File: src/rtl/sram_sp_arbiter.sv
// Single-port SRAM arbiter: one write and one read requester share a CEB/WEB/A/D/Q macro,
// with write priority, a read starvation guard and a 2-entry read response FIFO.
// Optional power-on zero sweep of the macro is enabled by defining SRAM_ARB_INIT_EN.
module sram_sp_arbiter #(
  parameter int DATA_WIDTH   = 80,
  parameter int DEPTH        = 32,
  parameter int ADDR_WIDTH   = 5,
  parameter int STARVE_LIMIT = 4
) (
  input  logic                  CLK,
  input  logic                  RST_N,
  input  logic                  wr_valid,
  output logic                  wr_ready,
  input  logic [ADDR_WIDTH-1:0] wr_addr,
  input  logic [DATA_WIDTH-1:0] wr_data,
  input  logic                  rd_valid,
  output logic                  rd_ready,
  input  logic [ADDR_WIDTH-1:0] rd_addr,
  output logic                  rsp_valid,
  input  logic                  rsp_ready,
  output logic [DATA_WIDTH-1:0] rsp_data,
  output logic                  init_done,
  output logic                  sram_ceb,
  output logic                  sram_web,
  output logic [ADDR_WIDTH-1:0] sram_a,
  output logic [DATA_WIDTH-1:0] sram_d,
  input  logic [DATA_WIDTH-1:0] sram_q
);

  if (ADDR_WIDTH != $clog2(DEPTH)) begin : g_bad_addr_width
    $error("sram_sp_arbiter: ADDR_WIDTH must equal clog2(DEPTH)");
  end
  if (STARVE_LIMIT < 1 || STARVE_LIMIT > 15) begin : g_bad_starve_limit
    $error("sram_sp_arbiter: STARVE_LIMIT must be in 1..15");
  end

  typedef enum logic {ST_INIT, ST_RUN} state_t;

  localparam logic [3:0] LIMIT = 4'(STARVE_LIMIT);

  state_t                  state;
  logic                    init_done_q;
  logic [ADDR_WIDTH-1:0]   init_addr;
  logic                    sweep;
  logic [DATA_WIDTH-1:0]   fifo_mem [2];
  logic                    fifo_rd_ptr;
  logic                    fifo_wr_ptr;
  logic [1:0]              fifo_count;
  logic                    in_flight;
  logic [3:0]              starve_cnt;
  logic                    starved;
  logic                    push;
  logic                    pop;
  logic [2:0]              pending;
  logic                    eligible;
  logic                    wr_grant;
  logic                    rd_grant;

`ifdef SRAM_ARB_INIT_EN
  localparam logic [ADDR_WIDTH-1:0] LAST_ADDR = ADDR_WIDTH'(DEPTH - 1);

  // NOTE: sequential state uses non-blocking assignments so every flop samples pre-edge values.
  always_ff @(posedge CLK or negedge RST_N) begin
    if (!RST_N) begin
      state       <= ST_INIT;
      init_done_q <= 1'b0;
      init_addr   <= '0;
    end else if (state == ST_INIT) begin
      init_addr <= init_addr + ADDR_WIDTH'(1);
      if (init_addr == LAST_ADDR) begin
        state       <= ST_RUN;
        init_done_q <= 1'b1;
      end
    end
  end

  // Gated by RST_N so the macro is released the instant reset asserts.
  assign sweep = (state == ST_INIT) && RST_N;
`else
  always_ff @(posedge CLK or negedge RST_N) begin
    if (!RST_N) begin
      state       <= ST_INIT;
      init_done_q <= 1'b0;
    end else if (state == ST_INIT) begin
      state       <= ST_RUN;
      init_done_q <= 1'b1;
    end
  end

  assign init_addr = '0;
  assign sweep     = 1'b0;
`endif

  assign init_done = init_done_q;

  // Eligibility counts the slot freed by this cycle's pop, so reads stream at one per cycle
  // while the FIFO drains, yet FIFO entries plus the in-flight read never exceed two.
  assign push     = in_flight;
  assign pop      = (fifo_count != 2'd0) && rsp_ready;
  assign pending  = {1'b0, fifo_count} - {2'b00, pop} + {2'b00, in_flight};
  assign eligible = pending < 3'd2;
  assign starved  = starve_cnt == LIMIT;

  assign rd_ready = init_done_q && eligible && (!wr_valid || starved);
  assign wr_ready = init_done_q && !(rd_valid && rd_ready);
  assign rd_grant = rd_valid && rd_ready;
  assign wr_grant = wr_valid && wr_ready;

  // NOTE: defaults first so every path assigns every output and no latch is inferred.
  always_comb begin
    sram_ceb = 1'b1;
    sram_web = 1'b1;
    sram_a   = '0;
    sram_d   = '0;
    if (sweep) begin
      sram_ceb = 1'b0;
      sram_web = 1'b0;
      sram_a   = init_addr;
    end else if (wr_grant) begin
      sram_ceb = 1'b0;
      sram_web = 1'b0;
      sram_a   = wr_addr;
      sram_d   = wr_data;
    end else if (rd_grant) begin
      sram_ceb = 1'b0;
      sram_a   = rd_addr;
    end
  end

  always_ff @(posedge CLK or negedge RST_N) begin
    if (!RST_N) begin
      starve_cnt <= '0;
    end else if (!rd_valid || rd_grant) begin
      starve_cnt <= '0;
    end else if (eligible && wr_grant && !starved) begin
      starve_cnt <= starve_cnt + 4'd1;
    end
  end

  // NOTE: the two FIFO words are reset (cheap at this size) so rsp_data reads 0 out of reset.
  always_ff @(posedge CLK or negedge RST_N) begin
    if (!RST_N) begin
      fifo_mem[0] <= '0;
      fifo_mem[1] <= '0;
      fifo_rd_ptr <= 1'b0;
      fifo_wr_ptr <= 1'b0;
      fifo_count  <= 2'd0;
      in_flight   <= 1'b0;
    end else begin
      in_flight <= rd_grant;
      if (push) begin
        fifo_mem[fifo_wr_ptr] <= sram_q;
        fifo_wr_ptr           <= ~fifo_wr_ptr;
      end
      if (pop) begin
        fifo_rd_ptr <= ~fifo_rd_ptr;
      end
      fifo_count <= fifo_count + 2'(push) - 2'(pop);
    end
  end

  assign rsp_valid = fifo_count != 2'd0;
  assign rsp_data  = fifo_mem[fifo_rd_ptr];

endmodule
File: config.mk
export PLATFORM = sky130hd
export DESIGN_NAME = sram_sp_arbiter
export DESIGN_NICKNAME = d
export VERILOG_FILES = /design/src/rtl/sram_sp_arbiter.sv
export SDC_FILE = /design/constraint.sdc
export NUM_CORES = 1
export LEC_CHECK = 0
export ABC_CLOCK_PERIOD_IN_PS = 4150
export BUFFER_PORTS_ARGS = -buffer_cell sky130_fd_sc_hd__buf_2
export CORE_AREA = 2 2 135 137
export CTS_BUF_LIST = sky130_fd_sc_hd__clkbuf_2
export DETAILED_ROUTE_END_ITERATION = 16
export DIE_AREA = 0 0 137 139
export PLACE_DENSITY = 0.78
export SYNTH_ARGS = -nofsm -noshare
export SYNTH_HDL_FRONTEND = slang
export SYNTH_SLANG_ARGS = --single-unit
File: constraint.sdc
create_clock -name CLK -period 4.15 [get_ports CLK]
set_input_delay 0.6225 -clock CLK [delete_from_list [all_inputs] [get_ports CLK]]
set_output_delay 0.6225 -clock CLK [all_outputs]
set_load 0.01 [all_outputs]
-- Word-level counts from Yosys, hierarchy flattened
Cells that the tools add are included.
- $add $sub $neg: 5
- order comparisons: 4
- eq/ne operators: 1
- muxes and demuxes: 14
- bitwise logic cells: 4
- reductions and logical operators: 17
- operators by type and width (cell ; count):
    80-bit 2-to-1 mux ; 5
    160-bit bitwise mux ; 1
    80-bit demux with 1-bit select ; 1
    5-bit 2-to-1 mux ; 2
    1-bit logical AND ; 9
    4-bit 2-to-1 mux ; 2
    4-bit by 1-bit adder with 4-bit output, second input constant ; 1
    4-bit by 3-bit equality test with 1-bit output, second input constant ; 1
    2-bit >= comparator, second input constant ; 2
    1-bit zero test ; 4
    1-bit NOT with 2-bit output ; 2
    2-bit nonzero test ; 2
    3-bit by 1-bit adder with 3-bit output ; 1
    3-bit by 2-bit < comparator with 1-bit output, second input constant ; 1
    1-bit 2-to-1 mux ; 3
    2-bit by 1-bit subtractor with 3-bit output ; 1
    2-bit by 1-bit adder with 2-bit output ; 1
    1-bit logical OR ; 2
    2-bit by 1-bit < comparator with 1-bit output, second input constant ; 1
    1-bit NOT ; 2
    2-bit by 1-bit subtractor with 2-bit output ; 1
- bits in registers: 171
- input bits: 175
- word-level logic and storage cells: 54

-- Logic depth before layout (Yosys ltp)
Gate-level depths: netlist of run 1.
- depth in word-level cells: 15
- gate-level depth with buffers: 11
- depth with buffers taken out: 10

-- Worst setup path before layout of run 1
No wires, ideal clock.
- kind: register to output
- from: register fifo_count[1]
- to: output sram_a[0]
- data arrival time: 2.758 ns
- data required time: 3.527 ns
- path slack: 0.769 ns
- cell stages (with the launch flop): 11
- path buffers: 0
- cell sequence: dfrtp_1 -> or2_2 -> and2_1 -> ha_1 -> inv_1 -> ha_1 -> inv_1 -> fa_1 -> xor2_2 -> a211oi_4 -> mux2_2
- longest elaborated chain between the ends: 12
- elaborated cells between the ends (all ways): 13
- those cells by class: add/sub (2); order compare (1); mux (2); reduce/logical (8)
- ends and longest elaborated chain (what ; RTL line ; source):
    from (decl) ; 48 ; logic [1:0] fifo_count;
    from (signal assigned) ; 158 ; fifo_count <= fifo_count + 2'(push) - 2'(pop);
    2-bit nonzero test (*) ; -- ;
    net rsp_valid ; 19 ; output logic rsp_valid,
    1-bit logical AND (*) ; 99 ; assign pop = (fifo_count != 2'd0) && rsp_ready;
    net pop ; 53 ; logic pop;
    2-bit by 1-bit subtractor with 3-bit output (*) ; 100 ; assign pending = {1'b0, fifo_count} - {2'b00, pop} + {2'b00, in_flight};
    3-bit by 1-bit adder with 3-bit output (*) ; 100 ;
    3-bit by 2-bit < comparator with 1-bit output (*) ; 101 ; assign eligible = pending < 3'd2;
    1-bit logical AND (*) (2 in series) ; 104 ; assign rd_ready = init_done_q && eligible && (!wr_valid || starved);
    1-bit logical AND (*) ; 106 ; assign rd_grant = rd_valid && rd_ready;
    net rd_grant ; 57 ; logic rd_grant;
    1-bit zero test ; 105 ; assign wr_ready = init_done_q && !(rd_valid && rd_ready);
    1-bit logical AND ; 105 ;
    1-bit logical AND ; 107 ; assign wr_grant = wr_valid && wr_ready;
    5-bit 2-to-1 mux (*) ; 119 ; end else if (wr_grant) begin
    to (decl) ; 25 ; output logic [ADDR_WIDTH-1:0] sram_a,
The timed path passes the listed nets; every way through them passes the cells marked *.

-- Worst setup path after layout of run 1
- from: register fifo_count[1]
- to: output sram_a[3]
- longest elaborated chain between the ends: 12
- elaborated cells between the ends (all ways): 13
- those cells by class: add/sub (2); order compare (1); mux (2); reduce/logical (8)
- ends and longest elaborated chain (what ; RTL line):
    2-bit nonzero test (*) ; 99
    1-bit logical AND (*) ; 99
    net pop ; 53
    2-bit by 1-bit subtractor with 3-bit output (*) ; 100
    3-bit by 1-bit adder with 3-bit output (*) ; 100
    3-bit by 2-bit < comparator with 1-bit output (*) ; 101
    1-bit logical AND (*) (2 in series) ; 104
    1-bit logical AND (*) ; 106
    net rd_grant ; 57
    1-bit zero test ; 105
    1-bit logical AND ; 105
    1-bit logical AND ; 107
    5-bit 2-to-1 mux (*) ; 119
Marks and branches as above.

==> summary.md, run 1 <==
| Metric | Value |
|---|---|
| Global route overflow | `0` |
| Critical Path AT | `3.51 ns` |
| Largest net degree at the start of global routing | `101` |
| Syn Inst Count | `587` |
| Biggest area consumer among synthesized cells | `dfrtp_1` |
| Cell variety after synth | `30` |
| Post-route minimum period | `4.14 ns` |
| Core Region | `0.0177 sq mm` |
| Seq/Total Area, Yosys | `52.4%` |
| Setup_tns | `0 ns` |
| Cell row count | `49` |
| Leak pwr | `5.24 nW` |
| Pre-CTS setup slack | `0.362 ns` |
| Syn_area_per_cell | `13.9 sq um` |
| Proportion of synthesized area in mux cells | `33.8%` |
| Met2 track demand over resource | `39.3%` |
| Ratio of cells with drive above 1 in the final layout | `68.5%` |
| Ys flop type | `dfrtp_1` |
| EDFF count, synth | `0` |
| Dpl cells | `1133` |
| Reg clk slew, reported paths | `0.27 ns` |
| DRT Pass-1 Iters | `4` |
| Chip width | `137 um` |
| Slew @ Worst Pin | `1.08 ns` |
| Share of the core filled with cells | `60.4%` |
| M1 GR Usage | `26.7%` |
| Post-Synth XOR/XNOR Area | `0.414%` |
| Slew HR | `27.9%` |
| Max Clock Skew | `0.0492 ns` |
| Final Hold Vio Count | `0` |
| Ys Warns | `0` |
| Worst vdd ir | `0.000370 V` |
| Pwr dens | `700 mW/mm^2` |
| Die area | `0.0190 sq mm` |
| Commonest non-fill, non-tap cell in the layout | `buf_2` |
| Synth Register Bits | `171` |
| Starting DRT DRC Count | `207` |
| Global Route Usage Sum | `22.3%` |
| Number of fill cells | `1460` |
| I/O Buffers | `345` |
| Clk buf depth | `2` |
| Period utilisation layout | `99.6%` |
| Effective utilization at floorplan | `46.3%` |
| CP startpoint kind | `flip-flop` |
| Max frequency | `242 MHz` |
| Vias after detailed routing | `6024` |
| Clk sink count | `171` |
| Die Span Y | `139 um` |
| DRT Wirelength | `22200 um` |
| Grt met3 use | `5.88%` |
| Post-Synth Simple-Gate Area | `8.09%` |
| Area grow syn2layout | `30.6%` |
| Drt drc | `0` |
| Nets | `1126` |
| Unrepaired setup endpoints after global routing | `yes` |
| CTS Buf Count | `17` |
| Compound-cell area share of the yosys netlist | `1.19%` |
| Critical Path RT | `3.53 ns` |
| Post-Syn Nets | `767` |
| GRT Max-Usage Layer | `met2` |
| Worst setup EP type | `output port` |
| Most frequent cells in the layout | `buf_2, mux2_2, dfrtp_1` |
| Clock Latency Late Sink | `0.71 ns` |
| Hold Slack | `0.128 ns` |
| DR WL/cell | `18.6 um` |
| Placer Congestion | `0.885` |
| Slew Limit Fails | `0` |
| Critical path class | `flip-flop to output port` |
| Initial antenna violation count | `3` |
| Mapped cell area | `0.00817 sq mm` |
| Final HPWL DP | `15400 um` |
| Status | `complete, no violations` |
| Post-route ant nets | `0` |
| Post-route setup slack | `0.0147 ns` |
| Avg Vias per Cell | `5.06` |
| First-pass GRT wire length | `32800 um` |
| Top cells by area, synth | `dfrtp_1, mux2_2, and2_1, buf_2, buf_6` |
| Crit-path max FO | `7` |
| Largest family of logic cells by synthesized area | `multiplexers` |
| Non-Filler Instances | `1191` |
| Setup violators final | `0` |
| Max-Cap Viols | `0` |
| Yosys top cell area share | `52.4%` |
| CTS H-Tree Depth | `4` |
| CTS root buffer | `clkbuf_2` |
| Post-synth ARST share | `100%` |
| Adder-cell share of the synthesized area | `0.858%` |
| Worst Hold Class | `input port to flip-flop` |
| CTS tree | `built` |
| Boundary Pins | `346` |
| Vias in the first global route | `6192` |
==> synth_stat cells (2+ instances only) <==
cell type and instances:
o22ai_1 2, and3_1 5, mux2_2 245, dfrtp_1 171
clkbuf_1 2, xor2_1 2, buf_6 8, and2_1 81
nand2_1 8, or4_1 2, o32ai_1 2, or2_2 2
ha_1 4, a21oi_1 2, buf_2 25, nor2_1 2
inv_1 11
==> power by group <==
| group | total (W) | internal, W | switching, W |
|---|---|---|---|
| clock | 0.000900 | 0.000294 | 0.000607 |
| combinational | 0.00360 | 0.00206 | 0.00153 |
| sequential | 0.00297 | 0.00247 | 0.000499 |
| total | 0.00747 | 0.00483 | 0.00264 |
==> final timing paths <==
path	depth (start not counted)	endpoint	from	slack, ns
setup / recovery	12	sram_a[3]	fifo_count[1]$_DFF_PN0_	0.01
hold / removal	2	fifo_mem[56]$_DFFE_PN0P_	sram_q[56]	0.13
setup reg to reg	11	starve_cnt[1]$_DFFE_PN0P_	fifo_count[1]$_DFF_PN0_	1.33
hold reg to reg	1	init_done$_DFFE_PN0N_	state$_DFF_PN0_	0.44
max in group asynchronous	3	fifo_mem[106]$_DFFE_PN0P_	RST_N	2.73
min in group asynchronous	2	fifo_mem[13]$_DFFE_PN0P_	RST_N	0.54
==> area by class of cell <==
class | instances | area [sq um] | share of cell area [%]
Tap cell | 229 | 287 | 2.69
Multi-Input combinational cell | 374 | 3790 | 35.6
Inverter | 11 | 43.8 | 0.410
Clock inverter | 14 | 161 | 1.51
Antenna cell | 3 | 7.51 | 0.0704
Timing Repair Buffer | 371 | 2000 | 18.8
Clock buffer | 18 | 90.1 | 0.844
Sequential cell | 171 | 4280 | 40.1
==> worst max-delay path: stages, from the launching register on <==
cell and delay, ns:
dfrtp_1 0.44, or2_4 0.25, and2_4 0.15, ha_4 0.21, inv_4 0.05, ha_4 0.13, inv_2 0.04, fa_2 0.57
nand3_4 0.14, a211oi_4 0.22, buf_6 0.18, mux2_4 0.31, buf_6 0.12
==> routing by layer <==
layer / wire length, um / vias to the layer above
met2: 11400 / 221
met5: 0 / -
met1: 9010 / 3001
met4: 377 / 0
li1: - / 2777
met3: 1400 / 25
==> state kept, by name, summed over array words and instances (netlist names) <==
register	count
starve_cnt	4
fifo_mem	160
fifo_rd_ptr	1
fifo_count	2
state	1
fifo_wr_ptr	1
init_done	1
in_flight	1
==> per-stage QoR <==
step                      cell area (sq um)  total power [W]
after global placement                10000          0.00626
after CTS                             10500          0.00745
after detailed placement              10000          0.00637
after global routing                  10700          0.00796
final                                 10700          0.00747
after floorplan                        8170          0.00522
==> kinds of logic after synthesis <==
family | after synthesis
adder cells (fa/ha/maj) | 5
other | 1
XOR/XNOR | 3
AO/OA/AOI/OAI | 10
flip-flops | 171
buffers and inverters | 46
multiplexers | 245
AND/OR/NAND/NOR | 106
==> repair_timing <==
item	CTS	global route
setup buffers	5	3
hold endpoints to repair	98	15
resized for setup	23	4
pin swaps	33	7
hold buffers	1	10
cloned	2	2
setup endpoints to repair	89	89
No activity file was read; power rests on OpenSTA's default activity.
==> run 2: changes to the inputs <==
- ABC_CLOCK_PERIOD_IN_PS: 4150 -> 5000
- clock period: 4.15 -> 5 ns (I/O delays scaled with it)
==> run 2 against run 1 <==
Wire length decreased by 4.7%; clock power about the same; core utilization decreased by 1.6 points; power decreased by 18%; worst hold slack got worse by 0.031 ns; via count decreased by 2.3%; critical path depth decreased by 1.
==> summary.md, run 2 (same netlist as run 1, synthesis figures left out) <==
| Metric | Value |
|---|---|
| Ratio of cells with drive above 1 in the final layout | `68.3%` |
| Design area | `0.0104 sq mm` |
| Internal power | `0.00403 W` |
| Pwr dens | `590 mW/mm^2` |
| Initial antenna violation count | `8` |
| Slew HR | `30.2%` |
| Starting DRT DRC Count | `189` |
| Share of the core filled with cells | `58.8%` |
| CTS Buf Count | `17` |
| Worst Hold Class | `input port to async pin` |
| Post-route minimum period | `4.69 ns` |
| Largest net degree at the start of global routing | `111` |
| Seq pwr share | `40.4%` |
| DRT Wirelength | `21100 um` |
| Register-to-register setup slack | `2.09 ns` |
| DRT Pass-1 Iters | `4` |
| I/O Buffers | `345` |
| Core Region | `0.0177 sq mm` |
| Slew @ Worst Pin | `1.04 ns` |
| Clk network pwr share | `14.6%` |
| Clk sink count | `171` |
| First-pass GRT wire length | `32300 um` |
| Chip width | `137 um` |
| Placer Congestion | `0.838` |
| Leak pwr | `5.13 nW` |
| CTS H-Tree Depth | `4` |
| Reg clk slew, reported paths | `0.26 ns` |
| Die area | `0.0190 sq mm` |
| Worst setup EP type | `output port` |
| Global Route Usage Sum | `21.9%` |
| Setup violators final | `0` |
| Most frequent cells in the layout | `buf_2, mux2_2, dfrtp_1` |
| Critical Path AT | `3.94 ns` |
| Unrepaired setup endpoints after global routing | `no` |
| Critical path class | `flip-flop to output port` |
| Final Hold Vio Count | `0` |
| Nets | `1101` |
| Critical Path RT | `4.25 ns` |
| Vias after detailed routing | `5886` |
| Largest reg by FF count | `fifo_mem` |
| Max frequency | `213 MHz` |
| Sw Ratio | `34.3%` |
| CTS tree | `built` |
| Effective utilization at floorplan | `46.3%` |
| Drt drc | `0` |
| Max-Cap Viols | `0` |
| Period utilisation layout | `93.9%` |
| Crit-path max FO | `81` |
| Post-CTS setup buffers | `0` |
| DR WL/cell | `18.0 um` |
| Largest register FFs | `160` |
| Pre-CTS setup slack | `1.03 ns` |
| Setup_tns | `0 ns` |
| Area grow syn2layout | `27.1%` |
| Psw | `0.00210 W` |
| Boundary Pins | `346` |
| R2r startpoint | `fifo_count[1]$_DFF_PN0_` |
| Avg Vias per Cell | `5.03` |
| Reg2reg end | `starve_cnt[1]$_DFFE_PN0P_` |
| Post-route setup slack | `0.306 ns` |
| Dpl cells | `1131` |
| CP startpoint kind | `flip-flop` |
| Commonest non-fill, non-tap cell in the layout | `buf_2` |
| Cell row count | `49` |
| Final HPWL DP | `15300 um` |
| Worst-case reg-to-reg path depth | `10` |
| Status | `complete, no violations` |
| Die Span Y | `139 um` |
| Critical Path Start | `fifo_count[1]$_DFF_PN0_` |
| Largest registers | `fifo_mem x160, starve_cnt x4, fifo_count x2` |
| Non-Filler Instances | `1171` |
| Clk buf depth | `2` |
| CTS root buffer | `clkbuf_2` |
| Comb power frac | `44.9%` |
| Slew Limit Fails | `0` |
| Clock Latency Late Sink | `0.74 ns` |
| Vias in the first global route | `6104` |
| Post-DP Area | `0.0100 sq mm` |
| Max Clock Skew | `0.0389 ns` |
| Post-route ant nets | `0` |
| Worst vdd ir | `0.000490 V` |
| Global route overflow | `0` |
==> run 2: repair_timing <==
item	CTS	global route
hold buffers	0	0
resized for setup	0	2
setup endpoints to repair	0	39
==> run 2: layout make-up <==
cell class              count  area [sq um]
flip-flops and latches    171          4280
clock inverters            14           230
multi-input cells         370          3650
clock buffers              18          90.1
inverters                  11          41.3
diodes                      8          20.0
well taps                 229           287
repair buffers            350          1780
fillers                  1501          7270
==> run 2: power by group through the flow <==
stage / Clock [W] / Combinational (W) / Sequential, W
CTS: 0.000927 / 0.00278 / 0.00248
floorplan: 0 / 0.00204 / 0.00230
global placement: 0 / 0.00271 / 0.00248
global route: 0.000988 / 0.00300 / 0.00258
detailed placement: 0 / 0.00276 / 0.00252
finish: 0.000898 / 0.00275 / 0.00248
==> run 2: how the worst max path moves through the flow <==
stage                     cells past startpoint         end
final                                        11  sram_d[48]
after floorplan                              10   sram_a[0]
after global routing                         11   sram_d[9]
after global placement                       11  sram_d[68]
after CTS                                    11  sram_d[66]
after detailed placement                     11  sram_d[66]
==> run 2: through the flow <==
| step | hold slack (ns) | total power (W) |
|---|---|---|
| floorplan | 0.386 | 0.00433 |
| global placement | 0.395 | 0.00518 |
| detailed placement | 0.402 | 0.00528 |
| CTS | 0.0317 | 0.00619 |
| global route | 0.0545 | 0.00656 |
| finish | 0.0976 | 0.00613 |
==> run 2: worst max-delay path: stages, from the launching register on <==
cell	delay, ns
dfrtp_2	0.52
or2_2	0.30
and2_1	0.18
ha_1	0.27
inv_1	0.05
ha_1	0.12
inv_1	0.04
fa_1	0.54
nand3_2	0.12
o311a_4	0.61
and2_1	0.27
buf_2	0.14
==> run 2: layer usage <==
layer	vias to the layer above	track usage [%]	routed length, um
met1	2935	26.4	8520
met3	21	7.27	1660
met2	216	36.6	10700
li1	2714	-	-
met5	-	0	0
met4	0	7.43	283
==> run 3: changes to the inputs <==
==> constraint.sdc (replaced) <==
create_clock -name CLK -period 5 [get_ports CLK]
set_input_delay 0.25 -clock CLK [delete_from_list [all_inputs] [get_ports CLK]]
set_output_delay 0.25 -clock CLK [all_outputs]
set_load 0.01 [all_outputs]
==> run 3 against run 2 <==
Maximum frequency up 12%; global-route usage rose by 1.3 points; worst hold slack gained 0.20 ns; wire length rose by 5.2%; cell area increased by 7.7%; clock-buffer cell count down 1; critical endpoint is now sram_d[5]; largest cell class unchanged.
==> summary.md, run 3 (same netlist as run 1, synthesis figures left out) <==
| Metric | Value |
|---|---|
| Leak pwr | `5.48 nW` |
| Pwr dens | `543 mW/mm^2` |
| Final HPWL DP | `15300 um` |
| Setup_tns | `0 ns` |
| Vias in the first global route | `6742` |
| DRT Pass-1 Iters | `4` |
| CTS root buffer | `clkbuf_2` |
| Die Span Y | `139 um` |
| CTS Buf Count | `17` |
| Reg clk slew, reported paths | `0.25 ns` |
| First-pass GRT wire length | `34600 um` |
| Slew Limit Fails | `0` |
| DRT Wirelength | `22200 um` |
| Most frequent cells in the layout | `buf_2, mux2_2, dfrtp_1` |
| Critical Path AT | `3.96 ns` |
| Initial antenna violation count | `2` |
| Post-route setup slack | `0.793 ns` |
| Core Region | `0.0177 sq mm` |
| Max frequency | `238 MHz` |
| CP cell instances | `or2_2, and2_1, ha_1, inv_1, ha_1, inv_1, fa_1, xor2_2, o311a_4, and2_1, buf_2` |
| Global route overflow | `0` |
| Worst Hold Class | `input port to flip-flop` |
| Clock Latency Late Sink | `0.70 ns` |
| Chip width | `137 um` |
| Worst setup EP type | `output port` |
| Cell row count | `49` |
| Pre-CTS setup slack | `1.59 ns` |
| Max Clock Skew | `0.0467 ns` |
| Setup violators final | `0` |
| Starting DRT DRC Count | `200` |
| Period utilisation layout | `84.1%` |
| CP startpoint kind | `flip-flop` |
| Status | `complete, no violations` |
| CTS H-Tree Depth | `4` |
| Clk sink count | `171` |
| Nets | `1189` |
| Vias after detailed routing | `6234` |
| Largest reg by FF count | `fifo_mem` |
| Avg Vias per Cell | `4.97` |
| Global Route Usage Sum | `23.2%` |
| Worst vdd ir | `0.000310 V` |
| Post-route minimum period | `4.21 ns` |
| Critical path class | `flip-flop to output port` |
| Clk buf depth | `2` |
| Effective utilization at floorplan | `46.3%` |
| I/O Buffers | `345` |
| Largest register FFs | `160` |
| DR WL/cell | `17.7 um` |
| Area grow syn2layout | `36.9%` |
| Number of fill cells | `1392` |
| Boundary Pins | `346` |
| CTS resizes | `0` |
| Drt drc | `0` |
| Commonest non-fill, non-tap cell in the layout | `buf_2` |
| Crit-path max FO | `81` |
| CTS tree | `built` |
| Post-route ant nets | `0` |
| Slew @ Worst Pin | `0.832 ns` |
| Slew HR | `44.6%` |
| Max-Cap Viols | `0` |
| Placer Congestion | `0.847` |
| Largest net degree at the start of global routing | `82` |
| CP max stage cell | `o311a_4` |
| Die area | `0.0190 sq mm` |
| Critical Path RT | `4.75 ns` |
| Largest registers | `fifo_mem x160, starve_cnt x4, fifo_count x2` |
| Ratio of cells with drive above 1 in the final layout | `62.2%` |
| Crit path largest cell delay | `0.62 ns` |
| Unrepaired setup endpoints after global routing | `no` |
| Final Hold Vio Count | `0` |
==> run 3: changes by cell type in the layout (fill, tap and decap cells not counted), sizes merged <==
cell,previous run,this run
clkinvlp,3,2
buf,350,352
clkbuf,18,17
clkinv,1,7
diode,8,3
bufinv,5,3
inv,16,14
dlygate4sd3,0,86
==> run 3: power breakdown <==
| group | internal (W) | switching [W] |
|---|---|---|
| registers | 0.00205 | 0.000411 |
| logic | 0.00163 | 0.00122 |
| clock network | 0.000280 | 0.000484 |
| total | 0.00396 | 0.00212 |
==> run 3: worst paths after layout <==
kind,cells after the start,end,slack (ns),startpoint
setup reg to reg,11,starve_cnt[0]$_DFFE_PN0P_,1.57,fifo_count[1]$_DFF_PN0_
max in group asynchronous,4,fifo_rd_ptr$_DFFE_PN0P_,3.53,RST_N
hold / removal,3,fifo_mem[113]$_DFFE_PN0P_,0.30,sram_q[33]
setup / recovery,11,sram_d[5],0.79,fifo_count[1]$_DFF_PN0_
hold reg to reg,1,init_done$_DFFE_PN0N_,0.42,state$_DFF_PN0_
min in group asynchronous,4,fifo_mem[25]$_DFFE_PN0P_,0.62,RST_N
==> run 3: per-layer routing <==
layer  track usage, %  vias to the layer above  wire length [um]
met5                0                        -                 0
met4             5.86                        0               293
met3             5.92                       22              1390
met2             41.4                      214             11400
met1             27.7                     3101              9130
li1                 -                     2897                 -
==> run 3: worst max-delay path: cells and delay by family (launching register included) <==
family | cells | cell delay, ns
AO/OA/AOI/OAI | 1 | 0.62
XOR/XNOR | 1 | 0.34
flip-flops | 1 | 0.49
adder cells (fa/ha/maj) | 3 | 0.81
buffers and inverters | 3 | 0.25
AND/OR/NAND/NOR | 3 | 0.71
==> run 3: area by class of cell <==
cell class,count,area [sq um],area share [%]
sequential,171,4280,38.3
multi-input combinational,370,3640,32.5
timing repair buffer,438,2670,23.9
tap,229,287,2.56
clock inverter,15,171,1.53
clock buffer,17,85.1,0.761
inverter,11,41.3,0.369
antenna,3,7.51,0.0672
==> run 3: timing repair <==
item	in CTS	in global routing
endpoints found under the hold margin	223	0
hold buffers	87	0
buffers inserted	0	0
==> run 3: stage by stage <==
stage / hold slack [ns] / util (%) / area (sq um) / instances / power (W)
floorplan: -0.0456 / - / 8170 / 587 / 0.00433
global placement: 0.253 / 56.8 / 10000 / 1132 / 0.00519
detailed placement: 0.244 / 56.8 / 10000 / 1132 / 0.00527
CTS: 0.202 / 63.3 / 11200 / 1251 / 0.00611
global route: 0.174 / 63.3 / 11200 / 1253 / 0.00649
finish: 0.302 / 63.3 / 11200 / 1254 / 0.00607
